$ cat config.mk
export PLATFORM = sky130hd
export DESIGN_NAME = random_priority_arbiter
export DESIGN_NICKNAME = d
export VERILOG_FILES = /design/src/rtl/random_priority_arbiter.sv
export SDC_FILE = /design/constraint.sdc
export NUM_CORES = 1
export LEC_CHECK = 0
export ABC_AREA = 1
export BUFFER_PORTS_ARGS = -buffer_cell sky130_fd_sc_hd__buf_2
export CAP_MARGIN = 20
export CORE_MARGIN = 5
export CORE_UTILIZATION = 62
export CTS_CLUSTER_SIZE = 16
export DETAILED_ROUTE_END_ITERATION = 12
export GPL_TIMING_DRIVEN = 0
export PLACE_DENSITY = 0.83
export SLEW_MARGIN = 20
export SYNTH_ARGS = -nofsm -noshare
export SYNTH_HDL_FRONTEND = slang
export SYNTH_SLANG_ARGS = --single-unit
$ cat constraint.sdc
create_clock -name clk -period 3.18 [get_ports clk]
set_input_delay 0.159 -clock clk [delete_from_list [all_inputs] [get_ports clk]]
set_output_delay 0.159 -clock clk [all_outputs]
set_load 0.02 [all_outputs]
$ cat src/rtl/random_priority_arbiter.sv
// Random-start priority arbiter.
// An 11-bit LFSR picks the index where the search for a requester starts.
// Per-requester wait counters force a long-waiting requester to the front.
// A grant is held until the holder acknowledges it.
module random_priority_arbiter #(
  parameter int NUM_REQ      = 4,
  parameter int STARVE_LIMIT = 15
) (
  input  logic                       clk,
  input  logic                       rst,
  input  logic [NUM_REQ-1:0]         req,
  input  logic                       ack,
  output logic [NUM_REQ-1:0]         grant,
  output logic                       grant_valid,
  output logic [$clog2(NUM_REQ)-1:0] grant_idx,
  output logic [10:0]                lfsr_state
);

  localparam int IDX_W = $clog2(NUM_REQ);
  localparam int CNT_W = 8;
  localparam logic [CNT_W-1:0] LIMIT_C = CNT_W'(STARVE_LIMIT);

  typedef enum logic {
    IDLE,
    GRANT
  } state_e;

  state_e              state_q, state_d;
  logic [NUM_REQ-1:0]  grant_q, grant_d;
  logic [IDX_W-1:0]    grant_idx_q, grant_idx_d;
  logic [10:0]         lfsr_q, lfsr_d;
  logic [CNT_W-1:0]    wait_q [NUM_REQ];
  logic [CNT_W-1:0]    wait_d [NUM_REQ];

  logic                starve_hit;
  logic [IDX_W-1:0]    starve_idx;
  logic                rr_hit;
  logic [IDX_W-1:0]    rr_idx;
  logic [IDX_W-1:0]    start_idx;
  logic [IDX_W-1:0]    cand_idx;
  logic [IDX_W-1:0]    win_idx;
  logic                decide;

  // Pick the winner: lowest-index starved requester first, otherwise the
  // first requester found searching upward (with wrap) from the LFSR start.
  always_comb begin
    starve_hit = 1'b0;
    starve_idx = '0;
    rr_hit     = 1'b0;
    rr_idx     = '0;
    cand_idx   = '0;
    start_idx  = lfsr_q[IDX_W-1:0];
    for (int i = 0; i < NUM_REQ; i++) begin
      if (!starve_hit && req[i] && (wait_q[i] == LIMIT_C)) begin
        starve_hit = 1'b1;
        starve_idx = IDX_W'(i);
      end
    end
    for (int k = 0; k < NUM_REQ; k++) begin
      cand_idx = start_idx + IDX_W'(k);
      if (!rr_hit && req[cand_idx]) begin
        rr_hit = 1'b1;
        rr_idx = cand_idx;
      end
    end
    win_idx = starve_hit ? starve_idx : rr_idx;
  end

  // Next-state logic: decide in IDLE (advancing the LFSR), hold in GRANT until ack.
  always_comb begin
    state_d     = state_q;
    grant_d     = grant_q;
    grant_idx_d = grant_idx_q;
    lfsr_d      = lfsr_q;
    decide      = 1'b0;
    case (state_q)
      IDLE: begin
        if (|req) begin
          decide      = 1'b1;
          state_d     = GRANT;
          grant_d     = NUM_REQ'(1) << win_idx;
          grant_idx_d = win_idx;
          lfsr_d      = {lfsr_q[9:0], ~(lfsr_q[10] ^ lfsr_q[8])};
        end
      end
      GRANT: begin
        if (ack) begin
          state_d     = IDLE;
          grant_d     = '0;
          grant_idx_d = '0;
        end
      end
      default: begin
        state_d     = IDLE;
        grant_d     = '0;
        grant_idx_d = '0;
      end
    endcase
  end

  // Wait counters: clear when idle-requesting stops or when granted, else saturate upward.
  always_comb begin
    for (int i = 0; i < NUM_REQ; i++) begin
      wait_d[i] = wait_q[i];
      if (!req[i] || grant_q[i] || (decide && (win_idx == IDX_W'(i)))) begin
        wait_d[i] = '0;
      end else if (wait_q[i] != LIMIT_C) begin
        wait_d[i] = wait_q[i] + CNT_W'(1);
      end
    end
  end

  // State register with synchronous active-low reset.
  always_ff @(posedge clk) begin
    if (!rst) begin
      state_q     <= IDLE;
      grant_q     <= '0;
      grant_idx_q <= '0;
      lfsr_q      <= 11'h001;
      for (int i = 0; i < NUM_REQ; i++) begin
        wait_q[i] <= '0;
      end
    end else begin
      state_q     <= state_d;
      grant_q     <= grant_d;
      grant_idx_q <= grant_idx_d;
      lfsr_q      <= lfsr_d;
      for (int i = 0; i < NUM_REQ; i++) begin
        wait_q[i] <= wait_d[i];
      end
    end
  end

  assign grant       = grant_q;
  assign grant_valid = |grant_q;
  assign grant_idx   = grant_idx_q;
  assign lfsr_state  = lfsr_q;

endmodule

# Word-level counts from Yosys, hierarchy flattened
# Memory sizes are Yosys's and may differ from the RTL's.
# Index checks and enable logic that the tools add are counted.
[word_totals]
register_bits = 18
input_bits = 7
word_cells = 121
memories = 1
ramBits = 32
out_inout_bits = 18
[memory_table]
columns = ["name", "words", "word_bits", "read_ports", "rd_clocked_by_memory_dff", "wr", "line", "source"]
rows = [
  ["wait_q", 4, 8, 4, 0, 4, "32", "logic [CNT_W-1:0] wait_q [NUM_REQ];"],
]
[classes]
addsub = 7
n_shift = 1
muxes = 47
n_reduce_logical = 37
order_cmp = 4
n_eq_ne = 13
bitwise_logic = 7
[op_table]
columns = ["op", "n"]
rows = [
  ["8-bit 2-to-1 mux", 12],
  ["8-bit by 1-bit adder with 8-bit output, second input constant", 4],
  ["8-bit by 4-bit == test with 1-bit output, second input constant", 4],
  ["8-bit by 4-bit inequality test with 1-bit output, second input constant", 4],
  ["2-bit 2-to-1 mux", 9],
  ["1-bit 2-to-1 mux", 17],
  ["1-bit logical AND", 14],
  ["2-bit by 3-bit < comparator with 1-bit output, second input constant", 4],
  ["1-bit logical NOT", 10],
  ["1-bit binary-select mux with 2-bit select", 4],
  ["1-bit logical OR", 8],
  ["4-bit 2-to-1 mux", 2],
  ["4-bit one-hot mux with 2 select lines", 1],
  ["4-bit OR reduction", 2],
  ["2-bit adder, second input constant", 2],
  ["2-bit == test, second input constant", 2],
  ["2-bit inequality test, second input constant", 2],
  ["1-bit OR", 4],
  ["2-bit one-hot mux with 2 select lines", 1],
  ["2-bit AND reduction", 2],
  ["1-bit by 2-bit << shifter with 4-bit output, first input constant", 1],
  ["2-bit by 1-bit adder with 2-bit output, second input constant", 1],
  ["2-bit by 1-bit == test with 1-bit output, second input constant", 1],
  ["2-bit logical NOT", 1],
  ["other kinds (3)", 4],
]

# Longest topological paths before layout
# Gate-level depths: netlist (run 1).
# An unclocked memory read counts as a cell.
[logic_depth]
ltp_word = 22
depth_mapped = 16
depth_no_buf = 15

# Worst setup path before layout (run 1)
# Ideal clock, no wire load.
[synth_timing]
path_kind = "register to register"
startpoint = "memory wait_q[0][0]"
endpoint = "memory wait_q[2][4]"
t_arrival_ps = 1662
n_path_buf = 0
required_ps = 3063
setup_ps = 117
stages_incl_launch_ff = 14
synth_period_minus_slack_ps = 1779
path_slack_ps = 1401
cell_sequence = "dfxtp_1 -> ha_1 -> nand3_1 -> nor2_1 -> nand2_1 -> inv_1 -> nand2_1 -> nand2_1 -> nor2_1 -> nand3_2 -> nand2_1 -> nand4_2 -> nand2_2 -> nor2_1"
[synth_rtl]
columns = ["element", "line"]
rows = [
  ["start, declared", "32"],
]

==> results of run 1 <==
registers in the layout (all words and copies together), names as in the netlist:
register    flops
grant           4
wait_q         32
grant_idx       2
lfsr_state     11
state_q         1
cells by family (layout without fill, tap and decap cells):
group / after synthesis / in the layout / share of synthesized area
AND/OR/NAND/NOR: 177 / 177 / 0.352
flip-flops: 50 / 50 / 0.408
buffers and inverters: 35 / 67 / 0.0586
AO/OA/AOI/OAI: 31 / 31 / 0.0632
XOR/XNOR: 23 / 23 / 0.0820
adder cells (fa/ha/maj): 4 / 4 / 0.0204
multiplexers: 4 / 4 / 0.0163
metal layers:
layer / GRT usage / vias up
met5: 0 / -
met4: 0.0820 / 0
met3: 0.0510 / 12
met2: 0.346 / 45
met1: 0.229 / 956
li1: - / 1097
power groups by stage:
stage,combinational (W),clock [W],sequential (W)
after floorplan,0.000222,0,0.000737
after global placement,0.000325,0,0.000710
after detailed placement,0.000334,0,0.000712
after CTS,0.000337,0.000546,0.000697
after global routing,0.000368,0.000571,0.000704
final,0.000335,0.000533,0.000698
through the flow:
stage          worst slack, ps  total power (W)   util
3_3_place_gp              1210          0.00103  0.704
2_1_floorplan             1400         0.000959      -
3_5_place_dp              1120          0.00105  0.704
6_report                  1120          0.00157  0.742
4_1_cts                   1090          0.00158  0.742
5_1_grt                    927          0.00164  0.742
worst register-to-register path, stage by stage (launching register included):
cell     delay (ps)
dfxtp_1         350
ha_1            230
nand3_1         130
nor2_1           50
nand2_1         140
inv_1           100
nand2_1          70
nand2_1          70
nor2_1          210
nand3_2         120
nand2_1         140
nand4_2         120
nand2_2         180
nor2_1           70
how the worst min path moves through the flow:
stage	start	end	slack, ps
after global routing	rst	lfsr_state[1]$_SDFFE_PN0P_	180
after global placement	rst	lfsr_state[1]$_SDFFE_PN0P_	450
after detailed placement	rst	lfsr_state[1]$_SDFFE_PN0P_	460
final	rst	lfsr_state[1]$_SDFFE_PN0P_	190
after CTS	rst	lfsr_state[1]$_SDFFE_PN0P_	180
after floorplan	rst	lfsr_state[1]$_SDFFE_PN0P_	300
cells in the final DEF, fill, tap and decap left out, types with 4 or more instances in the layout:
cell and n:
inv_1 26, a21oi_1 15, o21ai_0 16, xor2_1 14, ha_1 4, nand2_2 8
buf_2 24, xnor2_1 9, clkbuf_8 6, nand3_2 7, mux2i_1 4, nor2_1 58
nand2_1 55, nand2_4 4, nand3_1 15, dfxtp_1 50, nor3_1 17
cell type report:
| type | count | area (um^2) |
|---|---|---|
| inverter | 32 | 125 |
| multi-input combinational | 239 | 1310 |
| clock buffer | 6 | 82.6 |
| clock inverter | 2 | 60.1 |
| buffer | 3 | 18.8 |
| sequential | 50 | 1000 |
| timing repair buffer | 24 | 120 |
| tap | 48 | 60.1 |
| fill | 301 | 965 |
==> results by group, run 1 <==
Synthesis
  • Sequential element share of the synthesized area: 0.408
  • Synth Flop Type: dfxtp_1
  • EDFF count, synth: 0
  • Mean Syn Cell Area: 7.58 um^2
  • Synth Register Bits: 50
  • Synth Warn #: 0
  • Synthesized area: 2460 um^2
  • Post-synth top area share: 0.408
  • Synth Instances: 324
  • Most frequent cell after synthesis: nor2_1
  • Ranking of synthesized cells by area: dfxtp_1 (41%), nor2_1 (8.9%), nand2_1 (8.4%), xor2_1 (5.0%), inv_1 (4.0%)
  • Top post-synthesis cells by count: nor2_1 (58), nand2_1 (55), dfxtp_1 (50)
  • Asr flop ratio synth: 0
  • Cell variety after synth: 28
  • Mapped Nets: 335
  • Synth area leader: dfxtp_1

Power
  • Pleak: 1.26 nW
  • P_int: 0.00111 W
  • P_sw: 0.000457 W
  • Sw frac: 0.292
  • PwrDens: 564 nW/um^2
  • Flop pwr share: 0.446
  • Clk pwr share: 0.341
  • Comb pwr share: 0.214
  • VDD IR max: 0.000364 V

Worst setup path
  • Critical-path top delay cell: dfxtp_1
  • Buffers and inverters on the worst path: 1
  • Cell mode on critical path: nand2_1
  • Crit path from: wait_q[0][0]$_SDFFE_PP0P_
  • WP depth: 13
  • Startpoint type of the worst setup path: flop
  • Worst R2R Path Depth: 13
  • Crit. End Element: flop
  • Reg2Reg Setup Slack: 1120 ps
  • Crit Path Category: reg -> reg
  • Critical path peak fanout: 8
  • CP delay by family, top: simple AND/OR/NAND/NOR gates
  • Delay of the slowest cell on the worst path: 350 ps
  • Critical R2R Launch: wait_q[0][0]$_SDFFE_PP0P_
  • Cell chain of the critical path: ha_1, nand3_1, nor2_1, nand2_1, inv_1, nand2_1, nand2_1, nor2_1, nand3_2, nand2_1, nand4_2, nand2_2, nor2_1
  • Worst R2R End: wait_q[2][5]$_SDFFE_PP0P_
  • Critical path arrival: 2250 ps
  • Worst EP required: 3370 ps
  • CP Capture Point: wait_q[2][5]$_SDFFE_PP0P_

Finish
  • Layout cell share with drive strength beyond 1: 0.177
  • Diodes inserted: 0
  • Non-Filler Instances: 404
  • Area grow syn2layout: 13.1%
  • Final #Nets: 366
  • Design Area, Final: 2780 um^2

GRT
  • Total Routing Usage GR: 0.198
  • Largest net degree at the start of global routing: 16
  • Vias in the first global route: 2034
  • Initial antenna violation count: 0
  • Total gr overflow: 0
  • First-pass GRT wire length: 8380 um

Clock network
  • H-tree Lvls: 2
  • CTS tree: done
  • Clock sink total: 50
  • Post-CTS Setup Inserts: 0
  • CTS Hold Bufs: 0
  • Resized Gates After CTS: 0
  • CTS root buffer: clkbuf_8
  • Clock latency at the later pin of the worst-skew pair: 290 ps
  • Buffer levels on the longest clock path: 2
  • Cts bufs inserted: 5
  • Reg clk slew, reported paths: 90 ps

Routing
  • DRT met1 WL: 2170 um
  • Detailed Routing Iterations Pass 1: 5
  • Top layer in use: met4
  • Via density: 5.22
  • Vias: 2110
  • DRC viols: 0
  • WL met3: 168 um
  • Routed WL: 4860 um
  • Met2 wire length: 2420 um
  • Initial DRC count: 77
  • Routed Antenna Nets: 0
  • Mean routed wirelength per cell: 12.0 um

Floorplanning
  • Starting Density: 0.656
  • Row count: 22
  • # IOs: 25
  • Die width: 72.9 um
  • Core box area: 3740 um^2
  • Die area: 5320 um^2
  • DIE HEIGHT: 72.9 um

Run
  • Max Cap Viol: 0

STA
  • Hold WS: 190 ps
  • Fmax: 485 MHz
  • Setup_tns: 0 ps
  • Unrepaired setup endpoints after global routing: false
  • Min Tclk post-route: 2060 ps
  • Clock skew: 4.02 ps
  • Max_slew headroom: 0.586
  • Hold Fails Final Rpt: 0
  • Worst-Margin Slew: 619 ps
  • Fin crit share: 0.648
  • Slew Viols, Final: 0
  • Final setup fails: 0

Placement
  • IO Port Bufs: 24
  • HPWL Detailed: 3630 um
  • GP Congestion: 0.867
  • Cells after DPL: 396
  • Cell Area, Placed: 2640 um^2

Worst hold path
  • Worst Hold Class: in -> reg
  • WHS Path Cells: 3

Outcome
  • Status: complete, no violations
Note: power is estimated with default switching activity, not from simulation.
==> run 2, diff against run 1 <==
CORE_UTILIZATION = 58   (was 62)
PLACE_DENSITY = 0.79   (was 0.83)
clock period = 2 ns   (was 3.18 ns; I/O delays follow)
==> run 2 against run 1 <==
Compared with the run above: clock-buffer cell count down 1; clock skew up 1.7 ps; die area up 5.9%; largest cell class unchanged; clock power up 56%; critical path depth down 1; routed wire length up 1.0%; worst hold slack worse by 120 ps; global-route usage down 0.81 points; sequential share of layout area down 1.6 points; flip-flop and latch count unchanged; critical path type unchanged.
==> results by group, run 2 (synthesis gave the netlist of run 1 again) <==
Worst setup path
  • Startpoint type of the worst setup path: flop
  • Critical path arrival: 2050 ps (-200 ps)
  • Crit. End Element: flop
  • Crit Path Category: reg -> reg
  • Critical path peak fanout: 8 (unchanged)
  • Worst EP required: 2180 ps (-1190 ps)

STA
  • Max_slew headroom: 0.536 (-0.0494)
  • Fin crit share: 0.934 (+0.286)
  • Worst-Margin Slew: 693 ps (+73.8 ps)
  • Fmax: 536 MHz (+10%)
  • Clock skew: 5.77 ps (+1.75 ps)
  • Setup_tns: 0 ps (unchanged)
  • Hold Fails Final Rpt: 0 (unchanged)
  • Final setup fails: 0 (unchanged)
  • Min Tclk post-route: 1870 ps (-193 ps)
  • Worst setup margin: 133 ps (-987 ps)
  • Hold WS: 66.7 ps (-123 ps)
  • Slew Viols, Final: 0 (unchanged)

Clock network
  • CTS root buffer: clkbuf_8
  • Cts bufs inserted: 5 (unchanged)
  • Reg clk slew, reported paths: 90 ps (about the same)
  • H-tree Lvls: 2 (unchanged)
  • CTS tree: done
  • Clock sink total: 50 (unchanged)
  • Clock latency at the later pin of the worst-skew pair: 300 ps (about the same)
  • CTS Hold Bufs: 0 (unchanged)
  • Buffer levels on the longest clock path: 2 (unchanged)

GRT
  • Total gr overflow: 0 (unchanged)
  • Initial antenna violation count: 0 (unchanged)
  • Total Routing Usage GR: 0.190 (-0.00813)
  • First-pass GRT wire length: 8410 um (+0.42%)
  • Largest net degree at the start of global routing: 17 (+1)
  • Vias in the first global route: 2012 (-1.1%)

Floorplanning
  • Core box area: 4060 um^2 (+8.4%)
  • DIE HEIGHT: 75.1 um (+2.9%)
  • # IOs: 25 (unchanged)
  • Starting Density: 0.605 (-0.0508)
  • Die area: 5640 um^2 (+5.9%)
  • Row count: 23 (+4.5%)
  • Die width: 75.1 um (+2.9%)

Routing
  • Vias: 2123 (+0.62%)
  • Via density: 5.14 (-1.6%)
  • Mean routed wirelength per cell: 11.9 um (-1.2%)
  • Routed Antenna Nets: 0 (unchanged)
  • Detailed Routing Iterations Pass 1: 4 (-1)
  • Initial DRC count: 74 (-3.9%)
  • DRC viols: 0 (unchanged)
  • Routed WL: 4910 um (+1.0%)

Power
  • Clk pwr share: 0.332 (-0.009)
  • Pleak: 1.28 nW (+1.8%)
  • Final Power: 0.00250 W (+60%)
  • Flop pwr share: 0.446 (about the same)
  • P_sw: 0.000751 W (+64%)
  • Comb pwr share: 0.222 (+0.008)
  • P_int: 0.00175 W (+57%)
  • VDD IR max: 0.000615 V (+69%)
  • Sw frac: 0.301 (+0.00907)
  • PwrDens: 851 nW/um^2 (+51%)

Finish
  • Largest reg by FF count: wait_q
  • Fill cell count: 317 (+5.3%)
  • Layout cell share with drive strength beyond 1: 0.248 (+0.0710)
  • Area grow syn2layout: 19.5%
  • Final #Nets: 373 (+1.9%)
  • Diodes inserted: 0 (unchanged)
  • Commonest non-fill, non-tap cell in the layout: nor2_1
  • Most frequent cells in the layout: nor2_1 (57), nand2_1 (53), dfxtp_1 (43), inv_1 (24), buf_2 (24)
  • Largest register FFs: 32 (unchanged)
  • Util after Layout: 0.723 (-0.0189)

Worst hold path
  • Worst Hold Class: in -> reg

Placement
  • GP Congestion: 0.883 (+1.8%)
  • Pre-CTS setup slack: -36.7 ps (-1160 ps)
  • HPWL Detailed: 3540 um (-2.3%)
  • IO Port Bufs: 24 (unchanged)

Outcome
  • Status: complete, no violations

Run
  • Max Cap Viol: 0 (unchanged)
-- run 2: cell count changes in the layout (fill, tap and decap cells not counted), moves of 3 or more --
| cell | before | now |
|---|---|---|
| nand3_4 | 1 | 6 |
| ha_2 | 0 | 3 |
| buf_4 | 0 | 7 |
| dfxtp_1 | 50 | 43 |
| ha_1 | 4 | 0 |
| nand3_2 | 7 | 4 |
| dfxtp_2 | 0 | 7 |
-- run 2: layout make-up --
cell class | instances | area (um^2) | area share
tap | 50 | 62.6 | 0.0213
sequential | 50 | 1010 | 0.344
timing repair buffer | 31 | 173 | 0.0588
inverter | 32 | 125 | 0.0426
clock buffer | 5 | 68.8 | 0.0234
clock inverter | 3 | 68.8 | 0.0234
multi-input combinational | 239 | 1410 | 0.480
buffer | 3 | 18.8 | 0.00639
-- run 2: power groups by stage --
stage                     logic, W  clock network (W)  registers [W]
final                     0.000555           0.000829        0.00111
after detailed placement  0.000531                  0        0.00113
after CTS                 0.000537           0.000850        0.00111
after floorplan           0.000353                  0        0.00117
after global routing      0.000619           0.000902        0.00112
after global placement    0.000518                  0        0.00113
-- run 2: metrics by stage --
step,instances,area [um^2]
after floorplan,324,2460
after global placement,398,2640
after detailed placement,398,2640
after CTS,406,2780
after global routing,413,2940
final,413,2940
-- run 2: final timing paths --
path                                           startpoint                    endpoint  slack [ps]  cells after the start
worst max-delay path            wait_q[2][0]$_SDFFE_PP0P_   wait_q[3][0]$_SDFFE_PP0P_         130                     12
worst min-delay path                                  rst  lfsr_state[1]$_SDFFE_PN0P_          70                      3
worst max register to register  wait_q[2][0]$_SDFFE_PP0P_   wait_q[3][0]$_SDFFE_PP0P_         130                     12
worst min register to register  grant_idx[0]$_SDFFE_PN0P_   grant_idx[0]$_SDFFE_PN0P_         490                      2
-- run 2: worst max-delay path, cell delays in order, from the launching register on --
cell     delay [ps]
dfxtp_2         380
ha_4            160
nand3_2         110
nor2_4          160
nand3_4         110
inv_2            70
nand2_1          80
nand2_1          90
nor2_2           50
nand3_2         100
nand3_4         100
nor2_4          250
nor3_1           90
-- run 2: what timing repair did --
action / 4_1_cts / 5_1_grt
endpoints found under the setup margin: 8 / 37
pin swaps: 0 / 7
setup buffers: 0 / 7
resized for setup: 2 / 27
-- run 2: metal layers --
metal | share of wire | GRT usage | vias up
li1 | - | - | 1113
met1 | 0.45 | 0.224 | 974
met2 | 0.49 | 0.330 | 28
met4 | 0.015 | 0.0672 | 0
met5 | 0 | 0 | -
met3 | 0.040 | 0.0534 | 8
